**src/rtl/seg_dynamic_scan.sv**
```systemverilog
// Six-digit common-anode 7-segment driver: serial binary-to-BCD conversion plus 1 ms digit scan.
// Optional anti-ghost blanking after each digit change is enabled by defining SEG_DEGHOST_EN.
module seg_dynamic_scan #(
    parameter int unsigned CNT_1MS_MAX = 49_999,
    parameter int unsigned DATA_W      = 20
) (
    input  logic              sys_clk,
    input  logic              sys_rst,
    input  logic [DATA_W-1:0] data,
    input  logic [5:0]        point,
    input  logic              sign,
    input  logic              seg_en,
    output logic [5:0]        sel,
    output logic [7:0]        seg,
    output logic              conv_done
);

    localparam int unsigned CNT_W   = (CNT_1MS_MAX < 1) ? 1 : $clog2(CNT_1MS_MAX + 1);
    localparam int unsigned BCD_W   = 24;
    localparam int unsigned BITC_W  = 5;
    localparam int unsigned GHOST_W = 5;

    typedef enum logic [1:0] {S_IDLE, S_SHIFT, S_UPDATE} state_t;

    state_t                 state_q, state_d;
    logic [BITC_W-1:0]      bit_cnt_q, bit_cnt_d;
    logic [DATA_W-1:0]      bin_q, bin_d;
    logic [BCD_W-1:0]       bcd_q, bcd_d, bcd_adj;
    logic                   sign_q, sign_d;
    logic                   ovf_q, ovf_d;
    logic [5:0]             point_q, point_d;
    logic [5:0][7:0]        disp_q, disp_d, disp_new;
    logic                   conv_done_q, conv_done_d;
    logic [CNT_W-1:0]       cnt_q, cnt_d;
    logic [2:0]             idx_q, idx_d;
    logic [5:0]             sel_q, sel_d;
    logic [7:0]             seg_q, seg_d;
    logic [GHOST_W-1:0]     ghost_q, ghost_d;
    logic [2:0]             ms;
    logic                   drive;
    logic                   dwell_end;

    function automatic logic [7:0] seg_code(input logic [3:0] d);
        case (d)
            4'd0:    seg_code = 8'hC0;
            4'd1:    seg_code = 8'hF9;
            4'd2:    seg_code = 8'hA4;
            4'd3:    seg_code = 8'hB0;
            4'd4:    seg_code = 8'h99;
            4'd5:    seg_code = 8'h92;
            4'd6:    seg_code = 8'h82;
            4'd7:    seg_code = 8'hF8;
            4'd8:    seg_code = 8'h80;
            4'd9:    seg_code = 8'h90;
            default: seg_code = 8'hFF;
        endcase
    endfunction

    // Conversion FSM: capture, 20 shift-and-add-3 steps, publish
    always_comb begin
        state_d     = state_q;
        bit_cnt_d   = bit_cnt_q;
        bin_d       = bin_q;
        bcd_d       = bcd_q;
        sign_d      = sign_q;
        ovf_d       = ovf_q;
        point_d     = point_q;
        disp_d      = disp_q;
        conv_done_d = 1'b0;
        bcd_adj     = bcd_q;
        for (int i = 0; i < 6; i++) begin
            if (bcd_q[4*i +: 4] >= 4'd5) bcd_adj[4*i +: 4] = bcd_q[4*i +: 4] + 4'd3;
        end
        case (state_q)
            S_IDLE: begin
                bin_d     = data;
                sign_d    = sign;
                point_d   = point;
                ovf_d     = (data > DATA_W'(999_999));
                bcd_d     = '0;
                bit_cnt_d = '0;
                state_d   = S_SHIFT;
            end
            S_SHIFT: begin
                {bcd_d, bin_d} = {bcd_adj, bin_q} << 1;
                bit_cnt_d      = bit_cnt_q + BITC_W'(1);
                if (bit_cnt_q == BITC_W'(DATA_W - 1)) state_d = S_UPDATE;
            end
            S_UPDATE: begin
                disp_d      = disp_new;
                conv_done_d = 1'b1;
                state_d     = S_IDLE;
            end
            default: state_d = S_IDLE;
        endcase
    end

    // Display codes: overflow dashes, leading-zero blanking, minus placement, decimal points
    always_comb begin
        ms       = 3'd0;
        disp_new = '1;
        for (int i = 0; i < 6; i++) begin
            if (bcd_q[4*i +: 4] != 4'd0) ms = 3'(i);
        end
        for (int i = 0; i < 6; i++) begin
            if (ovf_q)                                disp_new[i] = 8'hBF;
            else if (3'(i) <= ms)                     disp_new[i] = seg_code(bcd_q[4*i +: 4]);
            else if (sign_q && (3'(i) == ms + 3'd1))  disp_new[i] = 8'hBF;
            else                                      disp_new[i] = 8'hFF;
            if (point_q[i]) disp_new[i][7] = 1'b0;
        end
    end

    // Digit scan and registered pin drive
    always_comb begin
        dwell_end = (cnt_q == CNT_W'(CNT_1MS_MAX));
        cnt_d     = dwell_end ? '0 : cnt_q + CNT_W'(1);
        idx_d     = idx_q;
        if (dwell_end) idx_d = (idx_q == 3'd5) ? 3'd0 : idx_q + 3'd1;
        ghost_d   = ghost_q;
`ifdef SEG_DEGHOST_EN
        if (dwell_end)              ghost_d = GHOST_W'(16);
        else if (ghost_q != '0)     ghost_d = ghost_q - GHOST_W'(1);
        drive     = seg_en && (ghost_q == '0);
`else
        drive     = seg_en;
`endif
        sel_d     = 6'h3F;
        seg_d     = 8'hFF;
        if (drive) begin
            sel_d = ~(6'b1 << idx_q);
            seg_d = disp_q[idx_q];
        end
    end

    always_ff @(posedge sys_clk or posedge sys_rst) begin
        if (sys_rst) begin
            state_q     <= S_IDLE;
            bit_cnt_q   <= '0;
            bin_q       <= '0;
            bcd_q       <= '0;
            sign_q      <= 1'b0;
            ovf_q       <= 1'b0;
            point_q     <= '0;
            disp_q      <= '1;
            conv_done_q <= 1'b0;
            cnt_q       <= '0;
            idx_q       <= '0;
            ghost_q     <= '0;
            sel_q       <= 6'h3F;
            seg_q       <= 8'hFF;
        end else begin
            state_q     <= state_d;
            bit_cnt_q   <= bit_cnt_d;
            bin_q       <= bin_d;
            bcd_q       <= bcd_d;
            sign_q      <= sign_d;
            ovf_q       <= ovf_d;
            point_q     <= point_d;
            disp_q      <= disp_d;
            conv_done_q <= conv_done_d;
            cnt_q       <= cnt_d;
            idx_q       <= idx_d;
            ghost_q     <= ghost_d;
            sel_q       <= sel_d;
            seg_q       <= seg_d;
        end
    end

    assign sel       = sel_q;
    assign seg       = seg_q;
    assign conv_done = conv_done_q;

endmodule

```
**config.mk**
```make
export PLATFORM = sky130hd
export DESIGN_NAME = seg_dynamic_scan
export DESIGN_NICKNAME = d
export VERILOG_FILES = /design/src/rtl/seg_dynamic_scan.sv
export SDC_FILE = /design/constraint.sdc
export NUM_CORES = 1
export LEC_CHECK = 0
export ABC_AREA = 1
export BUFFER_PORTS_ARGS = -buffer_cell sky130_fd_sc_hd__buf_2
export CORE_MARGIN = 3
export CORE_UTILIZATION = 35
export CTS_BUF_LIST = sky130_fd_sc_hd__clkbuf_4
export DETAILED_ROUTE_END_ITERATION = 8
export PLACE_DENSITY = 0.59
export SLEW_MARGIN = 25
export SYNTH_ARGS = -nofsm -noshare
export SYNTH_HDL_FRONTEND = slang
export SYNTH_SLANG_ARGS = --single-unit
```
**constraint.sdc**
```tcl
create_clock -name sys_clk -period 6.1 [get_ports sys_clk]
set_input_delay 1.83 -clock sys_clk [delete_from_list [all_inputs] [get_ports sys_clk]]
set_output_delay 1.83 -clock sys_clk [all_outputs]
set_load 0.02 [all_outputs]
```
Word level (Yosys, flattened, before mapping)
Memory sizes are Yosys's and may differ from the RTL's.
Index checks and enable logic that the tools add are counted.
{ "word_totals": {"register_bits": 141, "latch_bits": 0, "ram_bits": 0, "mem_bits_ro": 672, "inputBits": 30, "output_inout_bits": 15, "wordCells": 122, "n_memories": 6} }
{ "memory_table": {"columns": ["memory", "words", "word_bits", "read_ports", "rd_clocked_by_memory_dff", "write_ports", "line_no", "text"], "rows": [
  ["(no name shown)", 16, 7, 1, 0, 0, "44", "case (d)"],
  ["(no name shown)", 16, 7, 1, 0, 0, "44", null],
  ["(no name shown)", 16, 7, 1, 0, 0, "44", null],
  ["(no name shown)", 16, 7, 1, 0, 0, "44", null],
  ["(no name shown)", 16, 7, 1, 0, 0, "44", null],
  ["(no name shown)", 16, 7, 1, 0, 0, "44", null]
]} }
{ "op_classes": {"addsub": 10, "multipliers": 0, "div_mod_pow": 0, "order_cmp": 14, "eq_ne": 11, "shift": 1, "muxes": 47, "n_bitwise": 1, "reduce_logical": 14} }
{ "ops": {"columns": ["operator", "n"], "rows": [
  ["8-bit 2-to-1 mux", 14],
  ["24-bit one-hot mux with 2 select lines", 1],
  ["7-bit 2-to-1 mux", 6],
  ["20-bit one-hot mux with 2 select lines", 1],
  ["8-bit binary-select mux with 3-bit select", 1],
  ["4-bit by 3-bit greater-or-equal comparator with 1-bit output, second input constant", 6],
  ["4-bit by 2-bit adder with 4-bit output, second input constant", 5],
  ["20-bit > comparator, second input constant", 1],
  ["4-bit 2-to-1 mux", 5],
  ["4-bit nonzero test", 5],
  ["3-bit 2-to-1 mux", 6],
  ["16-bit by 1-bit adder with 16-bit output, second input constant", 1],
  ["16-bit == test, second input constant", 1],
  ["16-bit 2-to-1 mux", 1],
  ["5-bit one-hot mux with 2 select lines", 1],
  ["1-bit 2-to-1 mux", 8],
  ["3-bit by 1-bit adder with 3-bit output, second input constant", 2],
  ["2-bit by 3-bit == test with 1-bit output, first input constant", 2],
  ["3-bit == test, first input constant", 2],
  ["1-bit by 3-bit less-or-equal comparator with 1-bit output, first input constant", 2],
  ["2-bit by 3-bit less-or-equal comparator with 1-bit output, first input constant", 2],
  ["3-bit less-or-equal comparator, first input constant", 2],
  ["1-bit logical AND", 6],
  ["6-bit 2-to-1 mux", 1],
  ["other kinds (16)", 16]
]} }

Logic depth before layout (Yosys ltp)
{ "depth": {"ltp_word": 13, "ltp_mapped": 11, "mapped_depth_nobuf": 11} }

Worst setup path after synthesis
Ideal clock, no wire load.
{ "synth_path": {"path_kind": "input -> register", "start": "in data[13]", "end": "reg ovf_q", "setup_time_ps": 116, "arrival_ps": 2318, "t_required_ps": 5984, "setup_slack_ps": 3665, "path_stages": 6, "cell_sequence": "nor3_1 > nand2_1 > o21ai_0 > nand2_1 > nand2_1 > nand2_1"} }
{ "synth_via": {"elab_chain_cells": 1} }
{ "synth_lines": {"columns": ["element", "line_no", "text"], "rows": [
  ["from (decl)", "9", "input logic [DATA_W-1:0] data,"],
  ["20-bit > comparator", "79", "ovf_d = (data > DATA_W'(999_999));"],
  ["to (signal assigned)", "158", "ovf_q <= ovf_d;"],
  ["to (decl)", "30", "logic ovf_q, ovf_d;"]
]} }
Every way passes these cells.
A chain may end at the register's enable or synchronous reset.

Worst setup path in the final report
{ "layout_path": {"start": "reg seg_q[3], in the netlist seg[3]", "end": "out seg[3]"} }
{ "layout_lines": {"columns": ["element", "line_no", "text"], "rows": [
  ["from (decl)", "37", "logic [7:0] seg_q, seg_d;"],
  ["from (signal assigned)", "166", "seg_q <= seg_d;"],
  ["to (decl)", "14", "output logic [7:0] seg,"]
]} }
No word-level cell between the ends.

==> impl_summary.txt <==
----------------------------------------------------
[Timing]
  Finish-stage setup viols ... 0
  Post-route clock period utilization ... 0.502
  Unrepaired setup endpoints after global routing ... no
  Worst clock skew ... 0.0207 ns
  Final Max Tran Viols ... 0
  Max-Slew Margin vs Limit ... 0.436
  Final period demand of the worst path ... 3.06 ns
  Peak clock frequency supported by timing ... 326 MHz
  Sum of negative setup slack ... 0 ns
  Pin slew with the least headroom to its limit ... 0.846 ns
  Final number of hold-violating endpoints ... 0

[Outcome]
  Run status ... finished clean

[Job]
  Max cap viols ... 0

[Worst setup path]
  Data arrival time at the worst-slack endpoint ... 1.23 ns
  Setup Crit Path Kind ... flop to output port
  Worst flop-to-flop path startpoint ... state_q[1]
  Worst endpoint required time ... 4.27 ns
  Critical path launch point ... seg[3]
  Crit end category ... output port
  Launching element type of the critical path ... flop
  Slowest library cell on the worst path ... dfstp_2
  Cells along the critical path ... buf_2
  CP max stage delay ... 0.54 ns
  Top delay family on crit path ... flip-flops
  Combined buffer and inverter count along the critical path ... 1
  CP max FO ... 1

[Finish]
  NumNets Final ... 1032
  Fraction of layout instances using a drive strength above 1 ... 0.180
  Area added between synthesis and finish ... 9.70%

[Power and ir drop]
  Standby leakage power ... 3.94 nW
  Overall power of the completed layout ... 2.14 mW
  Total power divided by cell area ... 258 mW/mm²
  Worst vdd rail ir drop ... 118 µV

[Hold path]
  Worst hold path class ... flop to flop
  Worst Min Path Start ... point_q[0]

[Route]
  Via count ... 6176
  Met1 Routed Length ... 8.92 mm
  Wire length on met2 ... 8.15 mm
  ANT nets after route ... 0
  Drt initial violations ... 356
  Total length of routed met3 wires ... 618 µm
  Remaining DRCs ... 0
  Detail-routed net length per standard cell ... 14.2 µm
  Post-Route WL ... 17.9 mm
  Top Layer Used ... met4
  Number of iterations in the first detailed-routing pass ... 5
  Via-per-instance ratio ... 4.91

[Global route]
  Number of antenna violations at the first check in global routing ... 1
  Largest net degree at the start of global routing ... 95
  Global route total overflow ... 0
  Global-route wire length before repair ... 30.4 mm
  Global Route Usage Sum ... 0.158
  Via count of the first global-routing pass ... 6079

[Yosys]
  Async set-reset flop share out of synthesis ... 1.00
  Number of cells produced by synthesis ... 924
  Synthesis Warnings ... 0
  Post-synthesis register bit count ... 141
  Syn avg cell area ... 8.18 µm²
  Nets in the synthesized netlist ... 987
  Count of flip-flops with a built-in enable after synthesis ... 0
  Most used flip-flop cell after synthesis ... dfrtp_1
  Share of the yosys chip area belonging to registers ... 0.477
  Unique masters post-synth ... 41
  Combined area of all synthesized cells ... 0.00756 mm²

[Placement]
  Global placement routability congestion ... 0.851
  HPWL after detailed placement ... 12.6 mm
  IO Port Bufs ... 44

[Clocking]
  Inserted Clock Buffers ... 17
  Number of buffers inserted by hold repair at cts ... 0
  Buffer depth of the longest clock path ... 2
  Root Buffer Master ... clkbuf_4
  Clock input transition at the sequential cells of the worst setup and hold paths ... 0.13 ns
  TritonCTS clock tree ... yes
  Post-CTS setup buffers ... 0
  Clock insertion delay at the later pin of the skew report ... 0.56 ns
  Clock Sinks ... 141
  Number of gates resized after cts ... 0
  Maximum level of the CTS H-tree ... 4

[Die]
  Initial core utilization ... 0.358
  Core Footprint ... 0.0211 mm²
  Row Count ... 53
  Boundary pin count ... 45
  Vertical die dimension ... 153 µm
  Horizontal die dimension ... 153 µm
  Die ar. ... 0.0234 mm²

----------------------------------------------------
[cell families after synthesis]
group / Yosys count / synth area share
adder cells (fa/ha/maj): 33 / 0.0546
AND/OR/NAND/NOR: 423 / 0.246
AO/OA/AOI/OAI: 168 / 0.128
flip-flops: 141 / 0.477
buffers and inverters: 145 / 0.0777
XOR/XNOR: 14 / 0.0162
[final cells by class]
cell class / instances / area, µm²
Clock buffer: 18 / 135
Multi-Input combinational cell: 638 / 3360
Clock inverter: 14 / 119
Timing Repair Buffer: 48 / 250
Inverter: 123 / 469
Fill cell: 2185 / 12800
Tap cell: 275 / 344
Antenna cell: 1 / 2.50
Sequential cell: 141 / 3610
[through the flow]
stage	instances	hold slack [ns]	utilization	setup slack (ns)	instance area [µm²]
detailed placement	1225	0.418	0.381	2.83	8030
global route	1258	0.466	0.393	2.95	8290
global placement	1225	0.409	0.381	2.84	8030
floorplan	924	0.406	-	0.591	7560
finish	1258	0.432	0.393	3.04	8290
CTS	1257	0.423	0.393	2.98	8290
[cells in the mapped netlist (all sizes together) (5+ instances only)]
| cell type | count | area [µm²] |
|---|---|---|
| nor2 | 85 | 392 |
| o211ai | 9 | 67.6 |
| a21oi | 30 | 150 |
| nand4 | 16 | 100 |
| xor2 | 14 | 123 |
| o21ai | 85 | 429 |
| ha | 33 | 413 |
| nor3 | 8 | 40.0 |
| inv | 120 | 453 |
| a22oi | 11 | 82.6 |
| or2 | 5 | 31.3 |
| buf | 13 | 88.8 |
| o22ai | 22 | 138 |
| nand2 | 248 | 956 |
| dfrtp | 79 | 1980 |
| dfstp | 62 | 1630 |
| nand3 | 60 | 323 |
| clkbuf | 9 | 33.8 |
[cell usage in the layout, fill, tap and decap left out, types with 8 or more instances in the layout]
master,instances
nand3_1,57
buf_2,44
dfstp_2,62
nand2_1,242
ha_1,33
o21ai_0,82
dfrtp_1,79
a21oi_1,30
nor2_1,75
o22ai_1,22
xor2_1,14
a22oi_1,11
nor3_1,8
inv_1,113
nand4_1,16
o211ai_1,9
clkbuf_4,18
[registers in the layout, indices dropped and copies added, names as in the netlist]
signal,flops
bit_cnt_q,5
idx_q,3
seg,8
state_q,2
conv_done,1
point_q,6
cnt_q,16
sign_q,1
disp_q,48
sel,6
bin_q,20
bcd_q,24
ovf_q,1
[worst register-to-register path: cells and delay by family, from the launching register on]
family | cells | cell delay, ns
buffers and inverters | 4 | 1.01
and+or+nand+nor | 1 | 0.53
DFF | 1 | 0.35
AOI/OAI and AO/OA | 3 | 0.52
[worst paths after layout]
| check | to | cells past startpoint | slack [ns] |
|---|---|---|---|
| worst max-delay path | seg[3] | 1 | 3.04 |
| worst min-delay path | disp_q[7] | 1 | 0.43 |
| worst max register to register | disp_q[24] | 8 | 3.64 |
| worst min register to register | disp_q[7] | 1 | 0.43 |
| max in group asynchronous | bin_q[19] | 3 | 3.51 |
| min in group asynchronous | bcd_q[22] | 2 | 1.46 |
[where the power goes]
group	leakage (nW)	total, mW	switching [mW]	internal, mW
Sequential	1.67	1.27	0.0872	1.19
Combinational	2.14	0.296	0.178	0.118
Clock	0.133	0.572	0.365	0.207
Total	3.94	2.14	0.631	1.51
[per-layer routing]
layer  global-route usage  vias up
li1                     -     3109
met2                0.248      123
met3               0.0345       16
met4               0.0390        0
met5                    0        -
met1                0.223     2928
Power figures use the tool's default switching activity.
